**src/rtl/row_sequencer.sv**
```systemverilog
// +----------------------------------------------------------------------------+
// | row_sequencer: double-buffered per-row trace results with texv DDA.       |
// | Revision: 1.0                                                              |
// +----------------------------------------------------------------------------+
`default_nettype none

module row_sequencer #(
    parameter int H_VIEW = 640,
    parameter int FRAC   = 10
) (
    input  logic                clk,
    input  logic                reset_n,
    input  logic                line_start,
    input  logic                pix_en,
    input  logic                ld_valid,
    output logic                ld_ready,
    input  logic                ld_side,
    input  logic [10:0]         ld_size,
    input  logic [5:0]          ld_texu,
    input  logic [6+FRAC-1:0]   ld_texv_init,
    input  logic [6+FRAC-1:0]   ld_texv_step,
    output logic                row_valid,
    output logic                side,
    output logic [10:0]         size,
    output logic [5:0]          texu,
    output logic [5:0]          texv,
    output logic [7:0]          underruns
);

    localparam int         ACC_W     = 6 + FRAC;
    localparam logic [9:0] PIX_LIMIT = 10'(H_VIEW);

    logic               pend_valid_q, pend_valid_d;
    logic               pend_side_q,  pend_side_d;
    logic [10:0]        pend_size_q,  pend_size_d;
    logic [5:0]         pend_texu_q,  pend_texu_d;
    logic [ACC_W-1:0]   pend_init_q,  pend_init_d;
    logic [ACC_W-1:0]   pend_step_q,  pend_step_d;

    logic               row_valid_q,  row_valid_d;
    logic               side_q,       side_d;
    logic [10:0]        size_q,       size_d;
    logic [5:0]         texu_q,       texu_d;
    logic [ACC_W-1:0]   step_q,       step_d;
    logic [ACC_W-1:0]   acc_q,        acc_d;
    logic [9:0]         pix_cnt_q,    pix_cnt_d;
    logic [7:0]         underruns_q,  underruns_d;

    logic               w_load;

    assign w_load = ld_valid && !pend_valid_q;

    always_comb begin
        pend_valid_d = pend_valid_q;
        pend_side_d  = pend_side_q;
        pend_size_d  = pend_size_q;
        pend_texu_d  = pend_texu_q;
        pend_init_d  = pend_init_q;
        pend_step_d  = pend_step_q;
        row_valid_d  = row_valid_q;
        side_d       = side_q;
        size_d       = size_q;
        texu_d       = texu_q;
        step_d       = step_q;
        acc_d        = acc_q;
        pix_cnt_d    = pix_cnt_q;
        underruns_d  = underruns_q;

        // A load only happens into an empty pending slot, so it never races the swap below.
        if (w_load) begin
            pend_valid_d = 1'b1;
            pend_side_d  = ld_side;
            pend_size_d  = ld_size;
            pend_texu_d  = ld_texu;
            pend_init_d  = ld_texv_init;
            pend_step_d  = ld_texv_step;
        end

        if (line_start) begin
            pix_cnt_d = '0;
            if (pend_valid_q) begin
                pend_valid_d = 1'b0;
                row_valid_d  = 1'b1;
                side_d       = pend_side_q;
                size_d       = pend_size_q;
                texu_d       = pend_texu_q;
                step_d       = pend_step_q;
                acc_d        = pend_init_q;
            end else begin
                row_valid_d = 1'b0;
                size_d      = '0;
                acc_d       = '0;
                if (underruns_q != 8'hFF) begin
                    underruns_d = underruns_q + 8'd1;
                end
            end
        end else if (pix_en && row_valid_q && (pix_cnt_q < PIX_LIMIT)) begin
            acc_d     = acc_q + step_q;
            pix_cnt_d = pix_cnt_q + 10'd1;
        end
    end

    always_ff @(posedge clk) begin
        if (!reset_n) begin
            pend_valid_q <= 1'b0;
            pend_side_q  <= 1'b0;
            pend_size_q  <= '0;
            pend_texu_q  <= '0;
            pend_init_q  <= '0;
            pend_step_q  <= '0;
            row_valid_q  <= 1'b0;
            side_q       <= 1'b0;
            size_q       <= '0;
            texu_q       <= '0;
            step_q       <= '0;
            acc_q        <= '0;
            pix_cnt_q    <= '0;
            underruns_q  <= '0;
        end else begin
            pend_valid_q <= pend_valid_d;
            pend_side_q  <= pend_side_d;
            pend_size_q  <= pend_size_d;
            pend_texu_q  <= pend_texu_d;
            pend_init_q  <= pend_init_d;
            pend_step_q  <= pend_step_d;
            row_valid_q  <= row_valid_d;
            side_q       <= side_d;
            size_q       <= size_d;
            texu_q       <= texu_d;
            step_q       <= step_d;
            acc_q        <= acc_d;
            pix_cnt_q    <= pix_cnt_d;
            underruns_q  <= underruns_d;
        end
    end

    assign ld_ready  = !pend_valid_q;
    assign row_valid = row_valid_q;
    assign side      = side_q;
    assign size      = size_q;
    assign texu      = texu_q;
    assign texv      = acc_q[FRAC+5:FRAC];
    assign underruns = underruns_q;

endmodule

`default_nettype wire
```
**config.mk**
```make
export PLATFORM = sky130hd
export DESIGN_NAME = row_sequencer
export DESIGN_NICKNAME = d
export VERILOG_FILES = /design/src/rtl/row_sequencer.sv
export SDC_FILE = /design/constraint.sdc
export NUM_CORES = 1
export LEC_CHECK = 0
export ABC_AREA = 1
export CAP_MARGIN = 20
export CORE_ASPECT_RATIO = 0.6
export CORE_MARGIN = 8
export CORE_UTILIZATION = 45
export DETAILED_ROUTE_END_ITERATION = 12
export GPL_ROUTABILITY_DRIVEN = 0
export PLACE_DENSITY = 0.71
export SYNTH_ARGS = -nofsm -noshare
export SYNTH_HDL_FRONTEND = slang
export SYNTH_SLANG_ARGS = --single-unit
```
**constraint.sdc**
```tcl
create_clock -name clk -period 3.1 [get_ports clk]
set_input_delay 0.31 -clock clk [delete_from_list [all_inputs] [get_ports clk]]
set_output_delay 0.31 -clock clk [all_outputs]
set_load 0.005 [all_outputs]
```
# [Word-level counts from Yosys, hierarchy flattened]
# Index checks and enable logic that the tools add are counted.
[op_classes] add_sub_neg=3 n_lt_le_gt_ge=1 eq_ne=1 n_mux=8 bitwise_logic=2 n_reduce_logical=8
[op_table] cell="$mux 16" count=3
[op_table] cell="$add 16x16->16" count=1
[op_table] cell="$mux 11" count=1
[op_table] cell="$add 10x1->10 const B" count=1
[op_table] cell="$lt 10x10->1 const B" count=1
[op_table] cell="$add 8x1->8 const B" count=1
[op_table] cell="$ne 8x8->1 const B" count=1
[op_table] cell="$mux 1" count=4
[op_table] cell="$logic_and 1x1->1" count=3
[op_table] cell="$reduce_and 3->1" count=1
[op_table] cell="$not 1->1" count=2
[op_table] cell="$reduce_and 2->1" count=1
[op_table] cell="$reduce_bool 2->1" count=1
[op_table] cell="$reduce_or 2->1" count=1
[op_table] cell="$logic_not 1->1" count=1
[totals] regBits=120 in_bits=55 out_inout_bits=34 elab_cells=37

# [Depth between registers and ports, before layout]
# Gate-level depths: netlist of the first run.
[depth] word_depth=5 depth_mapped=11 depth_no_buf=11

# [Least setup slack after synthesis of the first run]
# OpenSTA, ideal clock, no wires.
[synth_timing] path_type="register -> register" from="register step_q[0]" to="register acc_q[12]" setup_ns=0.070 t_arrival_ns=1.534 t_required_ns=3.030 setup_slack_ns=1.496 stages_incl_launch_ff=11 path_buffers=0 synth_period_minus_slack_ns=1.604 cell_sequence="dfxtp_1 ha_1 fa_1 nand2_1 nand2_1 and2_1 nand3_1 nand3_1 nand2_1 nand3_1 a21oi_1"
[synth_between] elab_chain_len=3
[synth_rtl] element="from (decl)" line_no="44" rtl="logic [ACC_W-1:0] step_q, step_d;"
[synth_rtl] element="from (signal assigned)" line_no="130" rtl="step_q <= step_d;"
[synth_rtl] element="$add 16x16->16" line_no="98" rtl="acc_d = acc_q + step_q;"
[synth_rtl] element="$mux 16" line_no="97" rtl="end else if (pix_en && row_valid_q && (pix_cnt_q < PIX_LIMIT)) begin"
[synth_rtl] element="$mux 16" line_no="79" rtl="if (line_start) begin"
[synth_rtl] element="to (signal assigned)" line_no="116" rtl="acc_q <= '0;"
[synth_rtl] element="to (signal assigned)" line_no="131" rtl="acc_q <= acc_d;"
[synth_rtl] element="to (decl)" line_no="45" rtl="logic [ACC_W-1:0] acc_q, acc_d;"
# No other way between the ends. The select of a mux whose other input is x is not followed.
# A chain may end at the register's enable or synchronous reset.

# [Final worst setup path of the first run]
[layout_timing] from="input line_start" to="register acc_q[2]"
[layout_between] elab_chain_len=1 word_cells_on_any_way=2 cone_classes="1 x mux; 1 x reduce/logical"
[layout_rtl] element="from (decl)" line_no="13" rtl="input logic line_start,"
[layout_rtl] element="$mux 16 / $reduce_bool 2->1 (equally long branches)"
# Parallel ways exist; a longest one is shown, timed or not.

==> flow_metrics.env, run 1 <==
export IMPL_dp_cells=951
export IMPL_clock_root_buffer="clkbuf_16"
export IMPL_crit_path_max_fanout=49
export IMPL_netlist_instances=734
export IMPL_layout_commonest_cell="nor2_1"
export IMPL_start_util=0.455
export IMPL_htreeDepth=4
export IMPL_worstHoldStart="reset_n"
export IMPL_period_minus_slack_ps=1940
export IMPL_hold_depth=3
export IMPL_core_area_mm2=0.0119
export IMPL_hold_path_class="in -> reg"
export IMPL_grt_first_pass_wirelength_um=23300
export IMPL_viasPerCell=5.03
export IMPL_crit_required_ps=3430
export IMPL_drcViolationCount=0
export IMPL_die_y_um=101
export IMPL_area_growth_pct=27.2
export IMPL_worstRegToRegCells=10
export IMPL_wl_um=14200
export IMPL_slew_viol_final=0
export IMPL_synth_area_mm2=0.00540
export IMPL_clockBufferDepth=2
export IMPL_dp_hpwl_um=9900
export IMPL_drive_above_1_share=0.0685
export IMPL_max_slew_worst_pin_slew_ps=597
export IMPL_place_area_mm2=0.00630
export IMPL_design_area_mm2=0.00687
export IMPL_n_fill_cell=1098
export IMPL_grt_use_total=0.184
export IMPL_synth_distinct_cells=38
export IMPL_r2r_start="step_q[0]$_SDFFE_PN0P_"
export IMPL_cts_setup_buffers=0
export IMPL_fin_skew_ps=10.4
export IMPL_seq_area_frac_synth=0.445
export IMPL_syn_mean_instance_area_um2=7.36
export IMPL_ys_ff_latch=120
export IMPL_p_leak_nw=2.87
export IMPL_yosys_area_top_type="dfxtp_1"
export IMPL_portBuffers=88
export IMPL_syn_nets=807
export IMPL_num_nets_final=878
export IMPL_rsz0062_at_grt="no"
export IMPL_die_w_um=157
export IMPL_insertion_delay_ps=420
export IMPL_startpoint="line_start"
export IMPL_rows=31
export IMPL_power_density_mw_per_mm2=589
export IMPL_hold_buffers=0
export IMPL_clk_pin_slew_ps=60
export IMPL_dr_pass1_iters=5
export IMPL_dieArea_mm2=0.0159
export IMPL_worstPathArrival_ps=2270
export IMPL_antenna_found_initial=0
export IMPL_startpoint_type="primary input"
export IMPL_grt_overflow_total=0
export IMPL_finalNonFillerCells=983
export IMPL_hold_end="underruns[5]$_SDFFE_PN0P_"
export IMPL_cts_resized=0
export IMPL_rrSetupSlack_ps=1230
export IMPL_report_power_total_mw=4.05
export IMPL_synthTopCellsByArea="dfxtp_1 (44%), nor2_1 (11%), o21ai_0 (9.7%)"
export IMPL_wl_per_cell_um=14.4
export IMPL_netlist_area_leader_share=0.445
export IMPL_clock_sinks=120
export IMPL_grt_pass1_vias=4819
export IMPL_finalSetupTns_ps=0
export IMPL_seq_area_mm2=0.00240
export IMPL_rr_endpoint="acc_q[12]$_SDFFE_PN0P_"
export IMPL_timing_slew_headroom=0.602
export IMPL_max_freq_ghz=0.515
export IMPL_synth_warnings=0
export IMPL_outcome="complete, no violations"
export IMPL_setup_viol_count_final=0
export IMPL_endpoint_kind="flop"
export IMPL_ios=89
export IMPL_layout_common_cells="nor2_1 (159), dfxtp_1 (120), o21ai_0 (105), nand2_1 (105), clkdlybuf4s50_1 (87)"
export IMPL_via_count=4942
export IMPL_hold_viol_final=0
export IMPL_cts_tree="built"
export IMPL_drv_cap=0
export IMPL_ir_worst_vdd_mv=0.389
export IMPL_finalCritPeriodShare=0.626
export IMPL_grt_max_degree=67
export IMPL_dr_first_iter_drc_count=299
export IMPL_path_class="in -> reg"
export IMPL_cts_buffers=17
export IMPL_ant_nets=0
export IMPL_antenna_cells=0
export IMPL_multi_input_area_mm2=0.00254
==> per-stage QoR <==
step           setup WS, ps  utilization  hold slack (ps)
2_1_floorplan          1500            -              425
3_3_place_gp            837        0.531              444
3_5_place_dp            758        0.531              461
4_1_cts                1200        0.579              390
5_1_grt                1060        0.579              454
6_report               1160        0.579              425
==> registers in the layout, summed over array words and instances, names as in the netlist, 8 cells and up <==
name,cells
size,11
underruns,8
pend_step_q,16
step_q,16
pix_cnt_q,10
pend_size_q,11
acc_q,16
pend_init_q,16
==> layer usage <==
metal  up-vias  wire length (um)  track usage
met2       140              6110        0.272
met1      2248              7060        0.247
met5         -                 0            0
met4         0               147       0.0619
li1       2542                 -            -
met3        12               848       0.0582
==> kinds of logic after synthesis <==
kind of cell / Yosys count / synth area share
xor+xnor: 4 / 0.00649
compound gates: 175 / 0.180
buf+inv: 102 / 0.0841
flops: 120 / 0.445
fa+ha+maj: 18 / 0.0431
simple gates: 315 / 0.241
==> report_power, final <==
part	leakage (nW)	total, mW	switching, mW	internal [mW]
sequential	0.986	1.71	0.0679	1.64
clock	0.274	1.88	0.751	1.13
combinational	1.61	0.459	0.252	0.207
==> worst max path at each step <==
| stage | slack [ps] | to | cells past startpoint |
|---|---|---|---|
| floorplan | 1500 | acc_q[12]$_SDFFE_PN0P_ | 10 |
| detailed placement | 760 | acc_q[2]$_SDFFE_PN0P_ | 6 |
| global placement | 840 | acc_q[2]$_SDFFE_PN0P_ | 6 |
| finish | 1160 | acc_q[2]$_SDFFE_PN0P_ | 6 |
| CTS | 1200 | acc_q[2]$_SDFFE_PN0P_ | 6 |
| global route | 1060 | acc_q[2]$_SDFFE_PN0P_ | 6 |
==> worst max-delay path, cell delays in order <==
cell and delay [ps]:
clkdlybuf4s50_1 780, nand2_2 390, clkinv_1 180, buf_12 260
nand2_1 80, a311oi_1 250
==> Yosys cell counts (all sizes together) <==
master  count
a21oi      55
a311oi      1
a31oi       2
a32o        9
and2        1
and3        1
buf        21
clkbuf     19
dfxtp     120
fa          1
ha         17
inv        62
nand2     108
nand3      23
nand3b      3
nand4       5
nor2      161
nor3        9
nor3b       1
nor4        1
o21a        1
o21ai     106
o22ai       1
or2         2
xnor2       2
xor2        2
==> layout make-up <==
type	count	area share
clock inverter	13	0.0177
sequential	120	0.350
inverter	62	0.0342
timing repair buffer	92	0.134
clock buffer	19	0.0645
multi-input combinational	512	0.370
tap	165	0.0301
No activity file was read; power rests on OpenSTA's default activity.
==> run 2, diff against run 1 <==
==> constraint.sdc (replaced) <==
create_clock -name clk -period 2 [get_ports clk]
set_input_delay 0.2 -clock clk [delete_from_list [all_inputs] [get_ports clk]]
set_output_delay 0.2 -clock clk [all_outputs]
set_load 0.005 [all_outputs]
==> flow_metrics.env, run 2 (synthesis results as in run 1) <==
export IMPL_num_nets_final=885
export IMPL_power_density_mw_per_mm2=937
export IMPL_dieArea_mm2=0.0159
export IMPL_slew_viol_final=0
export IMPL_area_growth_pct=29.1
export IMPL_hold_path_class="in -> reg"
export IMPL_layout_common_cells="nor2_1 (159), dfxtp_1 (120), o21ai_0 (105), nand2_1 (105), clkdlybuf4s50_1 (87)"
export IMPL_antenna_found_initial=0
export IMPL_dr_pass1_iters=5
export IMPL_crit_slowest_cell="fa_1"
export IMPL_grt_overflow_total=0
export IMPL_p_leak_nw=2.93
export IMPL_core_area_mm2=0.0119
export IMPL_grt_first_pass_wirelength_um=23000
export IMPL_via_count=4963
export IMPL_period_minus_slack_ps=1810
export IMPL_htreeDepth=4
export IMPL_worstPathCellList="ha_1 > fa_1 > nand2_1 > nand2_1 > and2_1 > nand2_1 > nand3_1 > nand2_1 > nand3_1 > a21oi_1"
export IMPL_worstPathArrival_ps=2150
export IMPL_pwr_share_clk=0.483
export IMPL_ios=89
export IMPL_finalNonFillerCells=990
export IMPL_clock_sinks=120
export IMPL_rows=31
export IMPL_cp_common_cell="nand2_1"
export IMPL_p_sw_mw=1.73
export IMPL_clockBufferDepth=2
export IMPL_setup_viol_count_final=0
export IMPL_portBuffers=88
export IMPL_grt_pass1_vias=4791
export IMPL_crit_required_ps=2340
export IMPL_layout_commonest_cell="nor2_1"
export IMPL_insertion_delay_ps=420
export IMPL_ir_worst_vdd_mv=0.653
export IMPL_wl_per_cell_um=14.2
export IMPL_viasPerCell=5.01
export IMPL_finalCritPeriodShare=0.905
export IMPL_crit_path_max_fanout=3
export IMPL_dp_cells=958
export IMPL_cts_resized=0
export IMPL_timing_slew_headroom=0.432
export IMPL_max_slew_worst_pin_slew_ps=852
export IMPL_p_seq_frac=0.405
export IMPL_grt_max_degree=105
export IMPL_die_y_um=101
export IMPL_antenna_cells=0
export IMPL_max_freq_ghz=0.552
export IMPL_drive_above_1_share=0.0776
export IMPL_p_sw_frac=0.265
export IMPL_fin_skew_ps=11.1
export IMPL_cts_tree="built"
export IMPL_die_w_um=157
export IMPL_hold_viol_final=0
export IMPL_internal_power_mw=4.80
export IMPL_startpoint_type="flop"
export IMPL_endpoint_kind="flop"
export IMPL_drv_cap=0
export IMPL_cpPeakStageDelay_ps=410
export IMPL_cts_setup_buffers=0
export IMPL_rsz0062_at_grt="no"
export IMPL_start_util=0.455
export IMPL_cts_buffers=17
export IMPL_clk_pin_slew_ps=60
export IMPL_outcome="complete, no violations"
export IMPL_clock_root_buffer="clkbuf_16"
export IMPL_path_class="reg -> reg"
export IMPL_drcViolationCount=0
export IMPL_wl_um=14100
export IMPL_hold_buffers=0
export IMPL_dr_first_iter_drc_count=358
export IMPL_p_comb_frac=0.112
export IMPL_grt_use_total=0.182
export IMPL_ant_nets=0
export IMPL_dp_hpwl_um=10000
export IMPL_finalSetupTns_ps=0
## run 2: cell types whose count changed in the layout (fill, tap and decap cells not counted)
cell,delta
buf_4,+7
clkinvlp_4,-2
clkbuf_1,-1
inv_8,+3
clkinv_4,-4
bufinv_16,+1
clkinv_2,-3
inv_6,+6
## run 2: per-stage QoR
stage / power, mW / util / hold slack (ps) / worst slack [ps] / instance area, um^2
floorplan: 3.13 / - / 367 / 396 / 5400
global placement: 3.39 / 0.536 / 438 / 268 / 6360
detailed placement: 3.42 / 0.536 / 456 / 241 / 6360
CTS: 6.57 / 0.587 / 191 / 223 / 6970
global route: 6.80 / 0.587 / 201 / 42.1 / 6970
finish: 6.53 / 0.587 / 188 / 189 / 6970
## run 2: path summary, 6_finish.rpt
check / start / endpoint / slack, ps / cells after the start
worst min-delay path: reset_n / underruns[7]$_SDFFE_PN0P_ / 190 / 3
worst min register to register: size[8]$_SDFFE_PN0P_ / size[8]$_SDFFE_PN0P_ / 460 / 2
worst max register to register: step_q[0]$_SDFFE_PN0P_ / acc_q[8]$_SDFFE_PN0P_ / 190 / 10
worst max-delay path: step_q[0]$_SDFFE_PN0P_ / acc_q[8]$_SDFFE_PN0P_ / 190 / 10
## run 2: power groups by stage
stage / combinational [mW] / sequential (mW) / clock (mW)
detailed placement: 0.727 / 2.69 / 0
global placement: 0.702 / 2.68 / 0
CTS: 0.733 / 2.64 / 3.19
global route: 0.826 / 2.66 / 3.32
floorplan: 0.465 / 2.66 / 0
finish: 0.731 / 2.64 / 3.16
## run 2: cell type report
class / count / area, um^2
Tap cell: 165 / 206
Inverter: 62 / 235
Sequential cell: 120 / 2400
Timing Repair Buffer: 99 / 971
Clock buffer: 18 / 439
Fill cell: 1045 / 4900
Clock inverter: 14 / 173
Multi-Input combinational cell: 512 / 2540
## run 2: routing by layer
layer / part of all wire / GRT usage / up-vias
met5: 0 / 0 / -
met4: 0.012 / 0.0728 / 0
met3: 0.062 / 0.0595 / 14
met2: 0.42 / 0.266 / 125
met1: 0.50 / 0.244 / 2270
li1: - / - / 2554
## run 2: worst max-delay path, delay by kind of cell, from the launching register on
kind            cells  cell delay, ps
flops               1             310
fa+ha+maj           2             640
simple gates        7             650
compound gates      1             130
==> edit: new RTL, config.mk and constraints of run 2 <==
Make the reset (`reset_n`) asynchronous in one clocked block.
--- a/src/rtl/row_sequencer.sv
+++ b/src/rtl/row_sequencer.sv
@@ -100,7 +100,7 @@
         end
     end
 
-    always_ff @(posedge clk) begin
+    always_ff @(posedge clk or negedge reset_n) begin
         if (!reset_n) begin
             pend_valid_q <= 1'b0;
             pend_side_q  <= 1'b0;
Check against the original RTL: differs if reset_n is asserted again (counterexample within 4 cycles, from zero or initial values and one cycle with reset_n low); with reset_n held inactive, the same outputs for 4 cycles.
==> edit against run 2 <==
- highest routed layer unchanged
- worst hold slack better by 100 ps
- sequential share of layout area is 6.3 points higher
- cell count is 10% lower
- wire length is 3.1% lower
- cell area is 5.8% higher
- worst setup slack better by 3.7 ps
- sequential cell count stayed put
- largest cell class is now registers
- count of clock-buffer cells in the layout is 1 lower
- synthesized area is 6.5% higher
- critical path type unchanged
- global-route usage is 1.2 points lower
Power is not compared: it rests on default switching activity, and its combinational part moved more than twofold at a synthesized area within 25%.
==> edit: results (changes against run 2) <==
Drt
  • Drt via density: 5.084 (+1.4%)
  • Routed WL: 13,660 um (-3.1%)
  • Routed len/inst: 15.38 um (+8.1%)
  • 1st-iter DRT viols: 258 (-28%)

Setup path
  • Reg2Reg Launch Point: acc_q[10]$_DFFE_PN0P_
  • CP Data Arrival Time: 2140 ps
  • Reg2Reg Capture Point: acc_q[15]$_DFFE_PN0P_
  • Worst Path Max Fanout: 5 (+2)
  • Slowest CP cell: dfrtp_1
  • Reg2reg setup slack: approximately 190 ps
  • Crit path largest cell delay: 440 ps (+30 ps)

Timing
  • Setup Skew: 8.256 ps (-2.893 ps)
  • Slew HR: 66.54% (+23 points)
  • Hold WS: 291.9 ps (+104.0 ps)

Logic synthesis
  • Count of cell types in the netlist: 35 (-7.9%)
  • Most common cell in the synthesized netlist: nand2_1
  • Synth async-reset ratio: 100.0% (+100 points)
  • Syn_nets: 687 (-15%)
  • Largest cells by area after synthesis: dfrtp_1, nand2_1, mux2_2
  • Commonest cells post-synth: nand2_1, dfrtp_1, inv_1
  • Syn Area/Cell: 9.364 um2 (+27%)
  • Sequential fraction of the synthesis area: 52.23% (+7.7 points)
  • Most used DFF post-synth: dfrtp_1

Run status
  • Status: complete, no violations

Min path
  • Worst Hold Class: input pin to async pin

Global route
  • Global-route wire length before repair: 23,200 um (+0.87%)
  • Vias in the first global route: 4,704 (-1.8%)
  • GRT Total Usage: 17.05% (-1.2 points)
  • Maximum number of pins on one net before global-route repair: 57 (-46%)

Cells and area
  • # fillers: 1,077 (+3.1%)
  • Fin nets: 778 (-12%)
  • Layout cell share with drive strength beyond 1: 15.04% (+7.3 points)

Power and ir drop
  • P_leak: 0.003552 uW

Clock tree
  • Hold-fix buffers at CTS: 1 (+1)
  • Clk slew on worst S/H paths: 60 ps (about the same)

Placement
  • Final HPWL DP: 9659 um (-3.7%)
  • Placed Cells incl. Taps: 855 (-11%)
  • DP Worst Slack: 160.3 ps (-80.95 ps)
edit: worst max-delay path: cells and delay by family (launching register included):
family / cells / cell delay (ps)
AO/OA/AOI/OAI: 2 / 340
adder cells (fa/ha/maj): 1 / 410
buffers and inverters: 1 / 60
flip-flops: 1 / 440
AND/OR/NAND/NOR: 6 / 470
edit: worst max-delay path by stage:
stage,slack (ps),endpoint,depth (start not counted)
detailed placement,160,acc_q[6]$_DFFE_PN0P_,9
global route,20,acc_q[8]$_DFFE_PN0P_,10
floorplan,270,acc_q[6]$_DFFE_PN0P_,9
CTS,160,acc_q[6]$_DFFE_PN0P_,9
finish,190,acc_q[15]$_DFFE_PN0P_,10
global placement,190,acc_q[6]$_DFFE_PN0P_,9
edit: area by class of cell:
| cell class | count | area, um2 | share of cell area, % |
|---|---|---|---|
| clock inverters | 15 | 143.9 | 1.952 |
| inverters | 59 | 221.5 | 3.005 |
| clock buffers | 17 | 425.4 | 5.772 |
| flip-flops and latches | 120 | 3003 | 40.74 |
| multi-input cells | 408 | 2351 | 31.90 |
| repair buffers | 99 | 1013 | 13.75 |
| well taps | 170 | 212.7 | 2.886 |
edit: power breakdown:
part	total (uW)	internal [uW]	leakage, uW	switching, uW
combinational	3470	1620	0.00181	1850
sequential	3570	3070	0.00146	502
clock	2950	1730	0.000278	1220
edit: kinds of logic after synthesis:
logic type               after synthesis  share of synthesized area (%)
multiplexers                          45                          8.814
flip-flops                           120                          52.23
buffers and inverters                 86                          6.964
XOR/XNOR                               8                          1.349
AND/OR/NAND/NOR                      259                          18.98
AO/OA/AOI/OAI                         78                          7.617
adder cells (fa/ha/maj)               18                          4.048
edit: metal layers:
metal,part of all wire (%),vias up,GRT usage (%)
met4,1.1,0,5.526
li1,-,2178,-
met3,9.5,17,6.996
met2,43,135,24.78
met1,46,2185,22.63
met5,0,-,0
